### src/rtl/vxe_reg_pkg.sv
// rtl/vxe_reg_pkg.sv - shared register-file constants and word type
package vxe_reg_pkg;

    localparam int unsigned VXE_REG_DEFAULT_WIDTH = 32;

    typedef logic [VXE_REG_DEFAULT_WIDTH-1:0] vxe_reg_word_t;

endpackage

### src/rtl/vxe_reg_arst.sv
// rtl/vxe_reg_arst.sv - write-enabled register with async reset to RST_VALUE
// Optional synchronous clear port enabled by VXE_REG_ARST_CLR_EN.
module vxe_reg_arst
    import vxe_reg_pkg::*;
#(
    parameter int unsigned                DATA_WIDTH = VXE_REG_DEFAULT_WIDTH,
    parameter logic [DATA_WIDTH-1:0]      RST_VALUE  = {DATA_WIDTH{1'b0}}
) (
    input  logic                  clk,
    input  logic                  rst,
    input  logic                  wr_en,
`ifdef VXE_REG_ARST_CLR_EN
    input  logic                  clr,
`endif
    input  logic [DATA_WIDTH-1:0] data_in,
    output logic [DATA_WIDTH-1:0] data_out
);

    logic [DATA_WIDTH-1:0] data_d;
    logic [DATA_WIDTH-1:0] data_q;

    // clr outranks wr_en; rst is handled by the flop's async branch.
    always_comb begin
        data_d = data_q;
`ifdef VXE_REG_ARST_CLR_EN
        if (clr) begin
            data_d = RST_VALUE;
        end else if (wr_en) begin
            data_d = data_in;
        end
`else
        if (wr_en) begin
            data_d = data_in;
        end
`endif
    end

    always_ff @(posedge clk or posedge rst) begin
        if (rst) begin
            data_q <= RST_VALUE;
        end else begin
            data_q <= data_d;
        end
    end

    assign data_out = data_q;

endmodule

### config.mk
export PLATFORM = sky130hd
export DESIGN_NAME = vxe_reg_arst
export DESIGN_NICKNAME = d
export VERILOG_FILES = /design/src/rtl/vxe_reg_pkg.sv /design/src/rtl/vxe_reg_arst.sv
export SDC_FILE = /design/constraint.sdc
export NUM_CORES = 1
export LEC_CHECK = 0
export BUFFER_PORTS_ARGS = -buffer_cell sky130_fd_sc_hd__buf_4
export CAP_MARGIN = 0
export CORE_MARGIN = 2
export CORE_UTILIZATION = 45
export DETAILED_ROUTE_END_ITERATION = 8
export PLACE_DENSITY = 0.79
export SLEW_MARGIN = 20
export SYNTH_ARGS = -nofsm -noshare
export SYNTH_HDL_FRONTEND = slang
export SYNTH_SLANG_ARGS = --single-unit
### constraint.sdc
create_clock -name clk -period 0.9 [get_ports clk]
set_input_delay 0.135 -clock clk [delete_from_list [all_inputs] [get_ports clk]]
set_output_delay 0.135 -clock clk [all_outputs]
set_load 0.01 [all_outputs]
==> results by group, run 1 <==
Finish
  – Final #Nets: 198
  – Largest register FFs: 32
  – Layout cells sized above 1: 0.789
  – Area occupied by multi-input gates: 473 sq um
  – Synth-to-Final Area Change: 65.1%
  – Filler cells: 177
  – Sequential cell area: 801 sq um
  – Diodes inserted: 0
  – Design area: 0.00223 sq mm

Timing
  – Final Skew: 0 ns
  – Setup ws final: -0.0960 ns
  – Tcrit/Tclk final: 1.11
  – Worst slew margin: 0.883
  – RSZ-0062 raised after global routing: true
  – F_max: between 1 and 1.5 GHz
  – Endpoints failing setup: 39
  – Fin crit period: between 0.9 and 1 ns
  – Hold slack: about 0.038 ns
  – Final Hold Fails: 0
  – Worst-Margin Slew: 0.176 ns
  – Final Max Tran Viols: 0

Placement
  – DP Area: 0.00188 sq mm
  – RePlAce Congestion: 0.653
  – # port buffers: 66
  – Dpl hpwl: around 1900 um

Floorplanning
  – Die Y: around 59 um
  – Starting Density: 0.481
  – Top Ports: 67
  – Core area: 0.00281 sq mm
  – Die area: ~0.0035 sq mm
  – # rows: 19
  – Die X: 58.7 um

Routing
  – Vias per inst: 4.69
  – First drt pass iteration count: 5
  – Post-Route WL: 2960 um
  – Wire per inst: 15.4 um
  – DRT antenna net count: 0
  – Routed vias: 900
  – DRT iter0 DRCs: 15
  – DR DRC count: 5

Setup path
  – WS Path Type: flip-flop to output port
  – Critical path fanouts, max: 2
  – CP Buf/Inv Count: 1
  – Crit path max-delay family: flip-flops
  – Slowest cell on crit path: dfrtp_1
  – Worst Setup Start Kind: flip-flop
  – CP Data Required Time: approximately 0.76 ns
  – Crit path capture type: output port
  – CP peak stage delay: 0.41 ns
  – Worst Path Arrival: 0.86 ns
  – Sequence of cells on the critical path: buf_6

GRT
  – Met2 Usage GRT: 0.319
  – First-pass GRT wire length: 4690 um
  – Vias in the first global route: approximately 990
  – Largest net degree at the start of global routing: 33
  – Met1 GRT Util: 0.213
  – Grt total ovfl: 0
  – Initial antenna violation count: 0
  – Total Routing Usage GR: 0.186
  – GRT busiest layer: met2
  – GR Layer Usage met3: 0.0747

CTS
  – Root buf cell: clkbuf_4
  – CTS Sinks: 32
  – Clock transition at path regs: ~0.080 ns
  – Clock Path Buffers: 2
  – TritonCTS Buffers: 5
  – Skew-Pair Late Insertion Delay: 0.32 ns
  – CTS tree: yes
  – H-tree Lvls: 2

Synthesis
  – Yosys reg bits: 32
  – YS warnings: 0
  – Register area share after synthesis: 0.594
  – Netlist cell types: 6
  – Ranking of synthesized cells by area: dfrtp_1, mux2_4, buf_12
  – Syn avg cell area: 19.5 sq um
  – Post-Syn Instances: 69
  – Cell area after synthesis: between 0.001 and 0.0015 sq mm
  – Total nets after synthesis: 104
  – Top cell type's share of synthesized area: 0.594
  – Yosys top cell by area: dfrtp_1

Outcome
  – Failing checks: DRC, setup timing
  – Outcome: finished with violations

Hold path
  – HP Class: primary input to flip-flop

Power and ir drop
  – VDD IR max: 934 uV
  – Lkg Pwr: 1.16 nW
  – PD cells: 1520 mW/mm^2

Flow run
  – Max-Cap Viols: 0
## where the power goes
part / internal [W] / total, W / switching (W) / leakage (nW)
Clock: 0.000260 / 0.000673 / 0.000413 / 0.0230
Sequential: 0.00158 / 0.00170 / 0.000114 / 0.374
Combinational: 0.000713 / 0.00101 / 0.000296 / 0.760
Total: 0.00255 / 0.00338 / 0.000823 / 1.16
## layer usage
layer,routed length [um],share of wire,vias to the layer above
met2,1530,0.52,43
met1,1120,0.38,433
met5,0,0,-
li1,-,-,420
met3,275,0.093,4
met4,28,0.0095,0
## placed cells by master (no fill, tap or decap), drive strengths merged
cell type,instances
dlygate4sd3,1
mux2,32
dfrtp,32
clkbuf,5
buf,90
inv,1
## area by class of cell
| type | instances | share of cell area |
|---|---|---|
| clock buffers | 5 | 0.0169 |
| inverters | 1 | 0.00169 |
| multi-input cells | 32 | 0.212 |
| flip-flops and latches | 32 | 0.360 |
| well taps | 31 | 0.0174 |
| repair buffers | 91 | 0.392 |
## Yosys cell counts
library cell,instances
mux2_4,30
dfrtp_1,32
mux2_2,2
buf_6,1
buf_12,3
inv_1,1
## through the flow
step	TNS [ns]	utilization	instances	total power, W	setup slack [ns]
6_report	-2.69	0.794	192	0.00338	-0.0960
5_1_grt	-4.35	0.794	192	0.00355	-0.141
4_1_cts	-2.98	0.764	185	0.00333	-0.107
3_5_place_dp	0	0.670	166	0.00246	0.00699
3_3_place_gp	0	0.670	166	0.00243	0.0285
2_1_floorplan	0	-	69	0.00207	0.0742
## worst reg2reg max path, delay by kind of cell, from the launching register on
kind     cells  cell delay [ns]
flops        1             0.41
mux          1             0.27
buf+inv      1             0.15
## final timing paths
path,to,slack (ns),depth (start not counted),startpoint
worst max-delay path,data_out[0],-0.1,1,data_out[0]$_DFFE_PP0P_
worst min-delay path,data_out[16]$_DFFE_PP0P_,0.04,2,data_in[16]
worst max register to register,data_out[6]$_DFFE_PP0P_,-0.03,2,data_out[6]$_DFFE_PP0P_
worst min register to register,data_out[31]$_DFFE_PP0P_,0.54,1,data_out[31]$_DFFE_PP0P_
max in group asynchronous,data_out[23]$_DFFE_PP0P_,0.33,4,rst
min in group asynchronous,data_out[1]$_DFFE_PP0P_,0.40,4,rst
## repair_timing
item / 4_1_cts / 5_1_grt
setup endpoints to repair: 32 / 44
endpoints found under the hold margin: 32 / 0
pin swaps: 0 / 0
buffers inserted: 13 / 7
gates resized for setup: 32 / 8
hold buffers: 1 / 0
## cells by family after synthesis
family                 synth area share
muxes                             0.351
DFF                               0.594
buffers and inverters            0.0557
(Power assumes the default switching activity.)
==> run 2: changes to the inputs <==
- CORE_ASPECT_RATIO: not set -> 1.2
==> results by group, run 2 (synthesis results as in run 1) <==
Outcome
  – Outcome: finished with violations
  – Failing checks: setup timing

GRT
  – GR Layer Usage met3: 0.0491
  – Met1 GRT Util: 0.215
  – First-pass GRT wire length: 4360 um
  – Met2 Usage GRT: 0.311
  – Initial antenna violation count: 0
  – GRT busiest layer: met2
  – Largest net degree at the start of global routing: 33
  – Total Routing Usage GR: 0.183
  – Vias in the first global route: 935
  – Grt total ovfl: 0

Placement
  – RePlAce Congestion: 0.743
  – # port buffers: 66
  – Dpl ws: 0.0213 ns
  – DP Area: 0.00188 sq mm
  – Dpl hpwl: 1950 um
  – Dpl cells: ~170

Power and ir drop
  – VDD IR max: 1200 uV
  – Overall Power: 0.00347 W
  – PD cells: 1590 mW/mm^2
  – Lkg Pwr: around 1.1 nW

Timing
  – RSZ-0062 raised after global routing: true
  – Worst slew margin: 0.887
  – Tcrit/Tclk final: 1.11
  – Hold slack: approximately 0.042 ns
  – Final Hold Fails: 0
  – Fin crit period: 1.00 ns
  – Final Max Tran Viols: 0
  – Worst-Margin Slew: 0.170 ns
  – Final Skew: 0 ns
  – F_max: between 0.9 and 1 GHz
  – Endpoints failing setup: 42
  – Setup ws final: -0.100 ns

Setup path
  – Sequence of cells on the critical path: buf_6
  – Slowest cell on crit path: dfrtp_1
  – Reg2Reg Setup Slack: -0.02 ns
  – CP peak stage delay: around 0.42 ns
  – CP Buf/Inv Count: 1
  – Worst Setup Start Kind: flip-flop
  – Critical path fanouts, max: 2
  – Crit path capture type: output port
  – Crit path max-delay family: flip-flops
  – CP Data Required Time: 0.76 ns
  – Worst Path Arrival: just under 0.9 ns
  – WS Path Type: flip-flop to output port

Finish
  – Sequential cell area: 801 sq um
  – Most frequent cells in the layout: buf_4, buf_6, dfrtp_1
  – Area occupied by multi-input gates: 473 sq um
  – Layout cells sized above 1: 0.769
  – Design area: 0.00218 sq mm
  – Final #Nets: 190
  – Non-filler cells in the finished layout: 190
  – Filler cells: roughly 180
  – Largest register FFs: 32
  – Diodes inserted: 0
  – Synth-to-Final Area Change: 61.4%
  – Most common cell after layout, fill and taps aside: buf_4

CTS
  – Clock transition at path regs: 0.10 ns
  – Clock Path Buffers: 2
  – H-tree Lvls: 2
  – CTS tree: yes
  – TritonCTS Buffers: 5
  – CTS Sinks: 32
  – Skew-Pair Late Insertion Delay: 0.31 ns
  – Root buf cell: clkbuf_4

Floorplanning
  – Die X: 54.0 um
  – Core area: 0.00281 sq mm
  – Top Ports: 67
  – Die area: 0.00345 sq mm
  – Die Y: between 60 and 70 um
  – Starting Density: 0.480
  – # rows: 21

Routing
  – Routed vias: 874
  – Post-Route WL: ~2900 um
  – DRT antenna net count: 0
  – DRT iter0 DRCs: 5
  – Wire per inst: approximately 15 um
  – Vias per inst: 4.60
  – DR DRC count: 0
  – First drt pass iteration count: 3

Hold path
  – HP Class: primary input to flip-flop

Flow run
  – Max-Cap Viols: 0
[run 2: per-layer routing]
metal | vias to the layer above | wire, um | part of all wire
met1 | 431 | 1060 | 0.37
met2 | 33 | 1620 | 0.57
li1 | 408 | - | -
met4 | 0 | 15 | 0.0053
met3 | 2 | 156 | 0.055
met5 | - | 0 | 0
[run 2: what timing repair did]
item,4_1_cts,5_1_grt
hold buffers,1,0
hold endpoints to repair,32,0
resized for setup,31,5
setup buffers,8,5
endpoints found under the setup margin,32,40
[run 2: area by class of cell]
class | instances | area share
flip-flops and latches | 32 | 0.368
repair buffers | 83 | 0.367
multi-input cells | 32 | 0.217
clock buffers | 8 | 0.0270
well taps | 34 | 0.0195
inverters | 1 | 0.00172
[run 2: path summary, 6_finish.rpt]
check                                           end  depth (start not counted)                     start
setup reg to reg           data_out[27]$_DFFE_PP0P_                          2  data_out[27]$_DFFE_PP0P_
hold / removal             data_out[10]$_DFFE_PP0P_                          2               data_in[10]
min in group asynchronous   data_out[8]$_DFFE_PP0P_                          4                       rst
setup / recovery                       data_out[27]                          1  data_out[27]$_DFFE_PP0P_
hold reg to reg            data_out[12]$_DFFE_PP0P_                          1  data_out[12]$_DFFE_PP0P_
max in group asynchronous  data_out[28]$_DFFE_PP0P_                          4                       rst
[run 2: power breakdown]
part,internal [W],switching (W)
combinational,0.000662,0.000276
clock,0.000386,0.000444
sequential,0.00158,0.000117
total,0.00263,0.000837
[run 2: stage by stage]
| step | util | TNS, ns |
|---|---|---|
| final | 0.774 | -2.58 |
| after global routing | 0.774 | -4.40 |
| after CTS | 0.754 | -3.00 |
| after detailed placement | 0.667 | 0 |
| after global placement | 0.667 | 0 |
| after floorplan | - | 0 |
